`config.mk`:
```
export PLATFORM = sky130hd
export DESIGN_NAME = regfile_write_arbiter
export DESIGN_NICKNAME = d
export VERILOG_FILES = /design/src/rtl/regfile_write_arbiter.sv
export SDC_FILE = /design/constraint.sdc
export NUM_CORES = 1
export LEC_CHECK = 0
export BUFFER_PORTS_ARGS = -buffer_cell sky130_fd_sc_hd__buf_4
export CORE_MARGIN = 2
export CORE_UTILIZATION = 39
export CTS_BUF_LIST = sky130_fd_sc_hd__clkbuf_8 sky130_fd_sc_hd__clkbuf_16
export DETAILED_ROUTE_END_ITERATION = 10
export PLACE_DENSITY = 0.73
export SYNTH_ARGS = -nofsm -noshare
export SYNTH_HDL_FRONTEND = slang
export SYNTH_SLANG_ARGS = --single-unit
export TNS_END_PERCENT = 20
```
`constraint.sdc`:
```
create_clock -name clk -period 1.3 [get_ports clk]
set_input_delay 0.195 -clock clk [delete_from_list [all_inputs] [get_ports clk]]
set_output_delay 0.195 -clock clk [all_outputs]
set_load 0.05 [all_outputs]
```
`src/rtl/regfile_write_arbiter.sv`:
```
// Round-robin arbiter sharing the single register-file write port between the
// ALU writeback (requester 0) and the load/immediate path (requester 1).
module regfile_write_arbiter #(
    parameter int unsigned DATA_WIDTH = 8,
    parameter int unsigned ADDR_WIDTH = 1,
    parameter int unsigned CNT_WIDTH  = 8
) (
    input  logic                  clk,
    input  logic                  rst_n,
    input  logic                  stall,
    input  logic                  req0Valid,
    input  logic [ADDR_WIDTH-1:0] req0Addr,
    input  logic [DATA_WIDTH-1:0] req0Data,
    output logic                  req0Ready,
    input  logic                  req1Valid,
    input  logic [ADDR_WIDTH-1:0] req1Addr,
    input  logic [DATA_WIDTH-1:0] req1Data,
    output logic                  req1Ready,
    output logic                  regWrite,
    output logic [ADDR_WIDTH-1:0] rd,
    output logic [DATA_WIDTH-1:0] writeData,
    output logic                  lastGrant,
    output logic [CNT_WIDTH-1:0]  conflictCount
);

    localparam logic [CNT_WIDTH-1:0] CNT_MAX = {CNT_WIDTH{1'b1}};

    logic                  r_reg_write;
    logic [ADDR_WIDTH-1:0] r_rd;
    logic [DATA_WIDTH-1:0] r_write_data;
    logic                  r_last_grant;
    logic [CNT_WIDTH-1:0]  r_conflict_count;

    logic                  w_grant0;
    logic                  w_grant1;
    logic                  w_contend;

    // Grant: on a tie the requester that did not win last time goes next.
    always_comb begin
        w_grant0 = 1'b0;
        w_grant1 = 1'b0;
        if (rst_n && !stall) begin
            if (req0Valid && req1Valid) begin
                w_grant0 = r_last_grant;
                w_grant1 = !r_last_grant;
            end else begin
                w_grant0 = req0Valid;
                w_grant1 = req1Valid;
            end
        end
    end

    assign w_contend = req0Valid && req1Valid && !stall;

    // Registered write port, grant history and debug contention counter.
    always_ff @(posedge clk) begin
        if (!rst_n) begin
            r_reg_write      <= 1'b0;
            r_rd             <= '0;
            r_write_data     <= '0;
            r_last_grant     <= 1'b1;
            r_conflict_count <= '0;
        end else begin
            r_reg_write <= w_grant0 || w_grant1;
            if (w_grant0) begin
                r_rd         <= req0Addr;
                r_write_data <= req0Data;
                r_last_grant <= 1'b0;
            end else if (w_grant1) begin
                r_rd         <= req1Addr;
                r_write_data <= req1Data;
                r_last_grant <= 1'b1;
            end
            if (w_contend && (r_conflict_count != CNT_MAX)) begin
                r_conflict_count <= r_conflict_count + CNT_WIDTH'(1);
            end
        end
    end

    assign req0Ready     = w_grant0;
    assign req1Ready     = w_grant1;
    assign regWrite      = r_reg_write;
    assign rd            = r_rd;
    assign writeData     = r_write_data;
    assign lastGrant     = r_last_grant;
    assign conflictCount = r_conflict_count;

endmodule
```
======== After elaboration in Yosys (flattened, before gate mapping) ========
Index checks and enable logic that the tools add are counted.
storage, ports and cells
  output and inout bits ................... 21
  register bits after elaboration ......... 19
  word-level logic and storage cells ...... 25
  bits of input ports ..................... 23
cells by class
  mux-type cells .......................... 10
  equality and inequality tests ........... 1
  reductions and logical operators ........ 8
  add/sub/neg operators ................... 1
operators by type and width
  kind                                          count
  2-to-1 mux 8 bit                              2
  adder 8 x 1 -> 8 bit, second input constant   1
  2-to-1 mux 1 bit                              8
  inequality test 8 bit, second input constant  1
  logical AND 1 bit                             4
  logical NOT 1 bit                             2
  nonzero test 2 bit                            1
  logical OR 1 bit                              1

======== Longest topological paths before layout ========
  depth in word-level cells ............... 5
  depth in mapped cells ................... 5
  gate-level depth less buffers ........... 5

======== Worst setup path after synthesis ========
OpenSTA, ideal clock, no wires.
  path kind ............................... reg-to-reg
  start point ............................. reg r_conflict_count[0], in the netlist conflictCount[0]
  end point ............................... reg r_conflict_count[1], in the netlist conflictCount[1]
  setup time .............................. 128 ps
  setup slack ............................. -496 ps
  buffers on the path ..................... 0
  data arrival time ....................... 1668 ps
  required time ........................... 1172 ps
  period minus slack after synthesis ...... 1796 ps
  stages on the path, launching flop included .. 6
  path through ............................ dfxtp_1 -> ha_1 -> and4_1 -> a41o_1 -> mux2i_1 -> nor2_1
between the ends
  word-level cells in the longest chain between the ends .. 2
  elaborated cells between the ends (all ways) .. 3
  classes of those cells .................. add/sub: 1; eq/ne: 1; reduce/logical: 1
ends and longest elaborated chain
  element                                                       line  RTL
  from (decl)                                                   32    logic [CNT_WIDTH-1:0] r_conflict_count;
  from (signal assigned)                                        75    r_conflict_count <= r_conflict_count + CNT_WIDTH'(1);
  branches (longest 2 deep; another with adder 8 x 1 -> 8 bit)  -
Several ways; the timed one is not identified.
A chain may end at the register's enable or synchronous reset.

======== Worst setup path in the final report ========
Ends and elaborated chain as after synthesis.

==> summary.txt <==
Synth
  – EDFF count, synth: 0
  – Synth Area in Compound Gates: 24.41%
  – Post-synthesis simple-gate area fraction: 21.30%
  – FF+latch count, synth: 19
  – Synth Flop Type: dfxtp_1
  – Main combinational cell family by area after synthesis: compound AO/OA/AOI/OAI gates
  – Synthesized area per cell: 8.720 um^2
  – Synthesized area: 845.8 um^2
  – Asr flop ratio synth: 0%
  – Library cells used by synthesis: 29
  – Seq/Total Area, Yosys: 44.97%
  – Number of synthesis warnings: 0
  – Adder-Cell Fraction of Synth Area: 1.479%
  – Mapped Cells: 97
  – Syn_nets: approximately 120
  – Synth Area in XOR/XNOR: 2.071%
  – Mux cell area share after synthesis: 2.367%

Timing
  – Clock skew: 0.004728 ns
  – Period minus WS final: about 1.3 ns
  – Tcrit/Tclk final: 101.5%
  – Tightest Pin Transition: 0.4673 ns
  – Worst slew margin: slightly below 70%
  – Fmax: 757.9 MHz
  – # setup viols final: 2
  – Final Hold Fails: 0
  – Worst setup margin: -0.01945 ns
  – Slew Viols, Final: 0
  – Unrepaired setup endpoints after global routing: yes

Min path
  – Hold Crit Class: input port to register

Routing
  – Via density: 5.212
  – Post-route ant nets: 0
  – DRC: 0
  – Drt total wl: 2.204 mm
  – 1st-pass router iterations: 4
  – Via count: 933
  – Drt wl/cell: 12.31 um
  – Initial DRC Count: 18

Floorplan
  – Die Y: between 50 and 60 um
  – Io pins: 44
  – Die width: 50.57 um
  – Core footprint: 2002 um^2
  – FP Rows: 16
  – Starting Density: 42.25%
  – Die ar.: 2557 um^2

Cells and area
  – Layout area overhead: 64.20%
  – Commonest non-fill, non-tap cells in the layout: 53 x buf_4, 15 x nand2_1, 12 x a21oi_1
  – Design area: roughly 1400 um^2
  – Post-layout util: 69.38%
  – Antenna cells: 0
  – Fillcell total: ~170
  – Most common cell after layout, fill and taps aside: buf_4
  – Layout Nets: around 180
  – Layout cells sized above 1: 51.32%

GRT
  – Total gr overflow: 0
  – Initial antenna violation count: 0
  – Largest net degree at the start of global routing: 16
  – First-pass GRT wire length: 3.477 mm
  – Vias in the first global route: 818
  – GRT Total Usage: 17.73%

Clock tree
  – Hold buffer count at CTS: 0
  – H-tree lvl count: 1
  – Clock-pin slew on the worst setup and hold paths: 0.07 ns
  – Number of buffers created by CTS: 3
  – Worst skew pair latency: 0.25 ns
  – TritonCTS clock tree: built
  – Root buffer selected by CTS: clkbuf_8
  – # clock sinks: 19
  – Clock buffer depth: 2

Critical path
  – Worst-path maximum fanout: 3
  – WP data arrival: between 1 and 1.5 ns
  – Worst path slowest cell: dfxtp_4
  – Crit path cell chain: ha_4 > and4_4 > a41o_1 > mux2i_1 > nor2_1
  – Delay of the slowest critical-path stage: 0.36 ns
  – Crit end category: register
  – CP required: 1.43 ns
  – WS Path Type: register to register
  – Critical path startpoint category: register

Place
  – DP Wirelength: approximately 1.7 mm
  – Worst slack, placed: -0.04737 ns
  – Area of placed instances: 1291 um^2
  – Placer Congestion: 0.7664
  – Port Buf Inserts: 43

Power
  – Leak Pwr: approximately 0.00062 uW
  – PD cells: 916.7 nW/um^2
  – Maximum vdd drop: 0.6760 mV
  – Total power draw: 1273 uW

Run status
  – Status: finished, violations left
  – Violated checks: setup timing

Flow run
  – Max-cap violations: 0
[routing by layer]
layer,track usage [%],share of wire (%)
met5,0,0
met4,4.054,0.50
met3,4.464,7.9
met2,32.24,47
met1,20.74,44
[worst max-delay path: cells and delay by family, from the launching register on]
kind,cells,cell delay [ns]
DFF,1,0.36
AOI/OAI and AO/OA,1,0.21
adders and majority gates,1,0.14
and+or+nand+nor,2,0.30
muxes,1,0.20
[final cells by class]
type                            count  area (um^2)  share of cell area [%]
Multi-Input combinational cell     71        480.5                   34.59
Clock buffer                        3        41.29                   2.973
Clock inverter                      1        5.005                  0.3604
Inverter                            3        11.26                  0.8108
Sequential cell                    19        396.6                   28.56
Tap cell                           27        33.78                   2.432
Timing Repair Buffer               55        420.4                   30.27
[cells in the mapped netlist, types with 2 or more instances]
cell type  count  area (um^2)
nand2b_1       3        18.77
a211oi_1       2        15.01
nand3_1        3        15.01
nand2_1       15        56.30
buf_2          2        10.01
a22oi_1        9        67.56
nor2_1         4        15.01
inv_1          3        11.26
a21oi_1       12        60.06
dfxtp_1       19        380.4
mux2i_1        2        20.02
a41o_1         2        20.02
and3_1         3        18.77
nor2b_1        2        12.51
clkbuf_1       2        7.510
[stage by stage]
step | setup TNS (ns) | std cells | hold slack (ns)
2_1_floorplan | -0.3823 | 97 | 0.3792
3_3_place_gp | -0.004489 | 173 | 0.4176
3_5_place_dp | -0.07558 | 173 | 0.4305
4_1_cts | -0.05309 | 178 | 0.1517
5_1_grt | -0.3284 | 179 | 0.1787
6_report | -0.03725 | 179 | 0.1585
[cells by family (layout without fill, tap and decap cells)]
family                     count (synthesis)  in the layout
and+or+nand+nor                           35             35
AOI/OAI and AO/OA                         31             31
DFF                                       19             19
buffers and inverters                      7             62
xor gates and xnor gates                   2              2
muxes                                      2              2
adders and majority gates                  1              1
[final timing paths]
kind              slack [ns]                to  cells after the start             start
setup / recovery       -0.02  conflictCount[1]                      5  conflictCount[0]
hold / removal          0.16         lastGrant                      2             rst_n
setup reg to reg       -0.02  conflictCount[1]                      5  conflictCount[0]
hold reg to reg         0.46      writeData[3]                      2      writeData[3]
[registers in the layout, indices dropped and copies added, names as in the netlist]
register and flops:
writeData 8, regWrite 1, conflictCount 8, lastGrant 1
rd 1
[where the power goes]
group,switching [uW],internal (uW),total [uW]
combinational,147,108,256
sequential,11.1,599,610
clock,194,213,407
[timing repair]
item,CTS,global route
hold endpoints to repair,0,0
gates cloned,0,0
buffers inserted,1,1
pin swaps,1,4
setup endpoints to repair,5,12
resized for setup,5,6
Note: power is estimated with default switching activity, not from simulation.
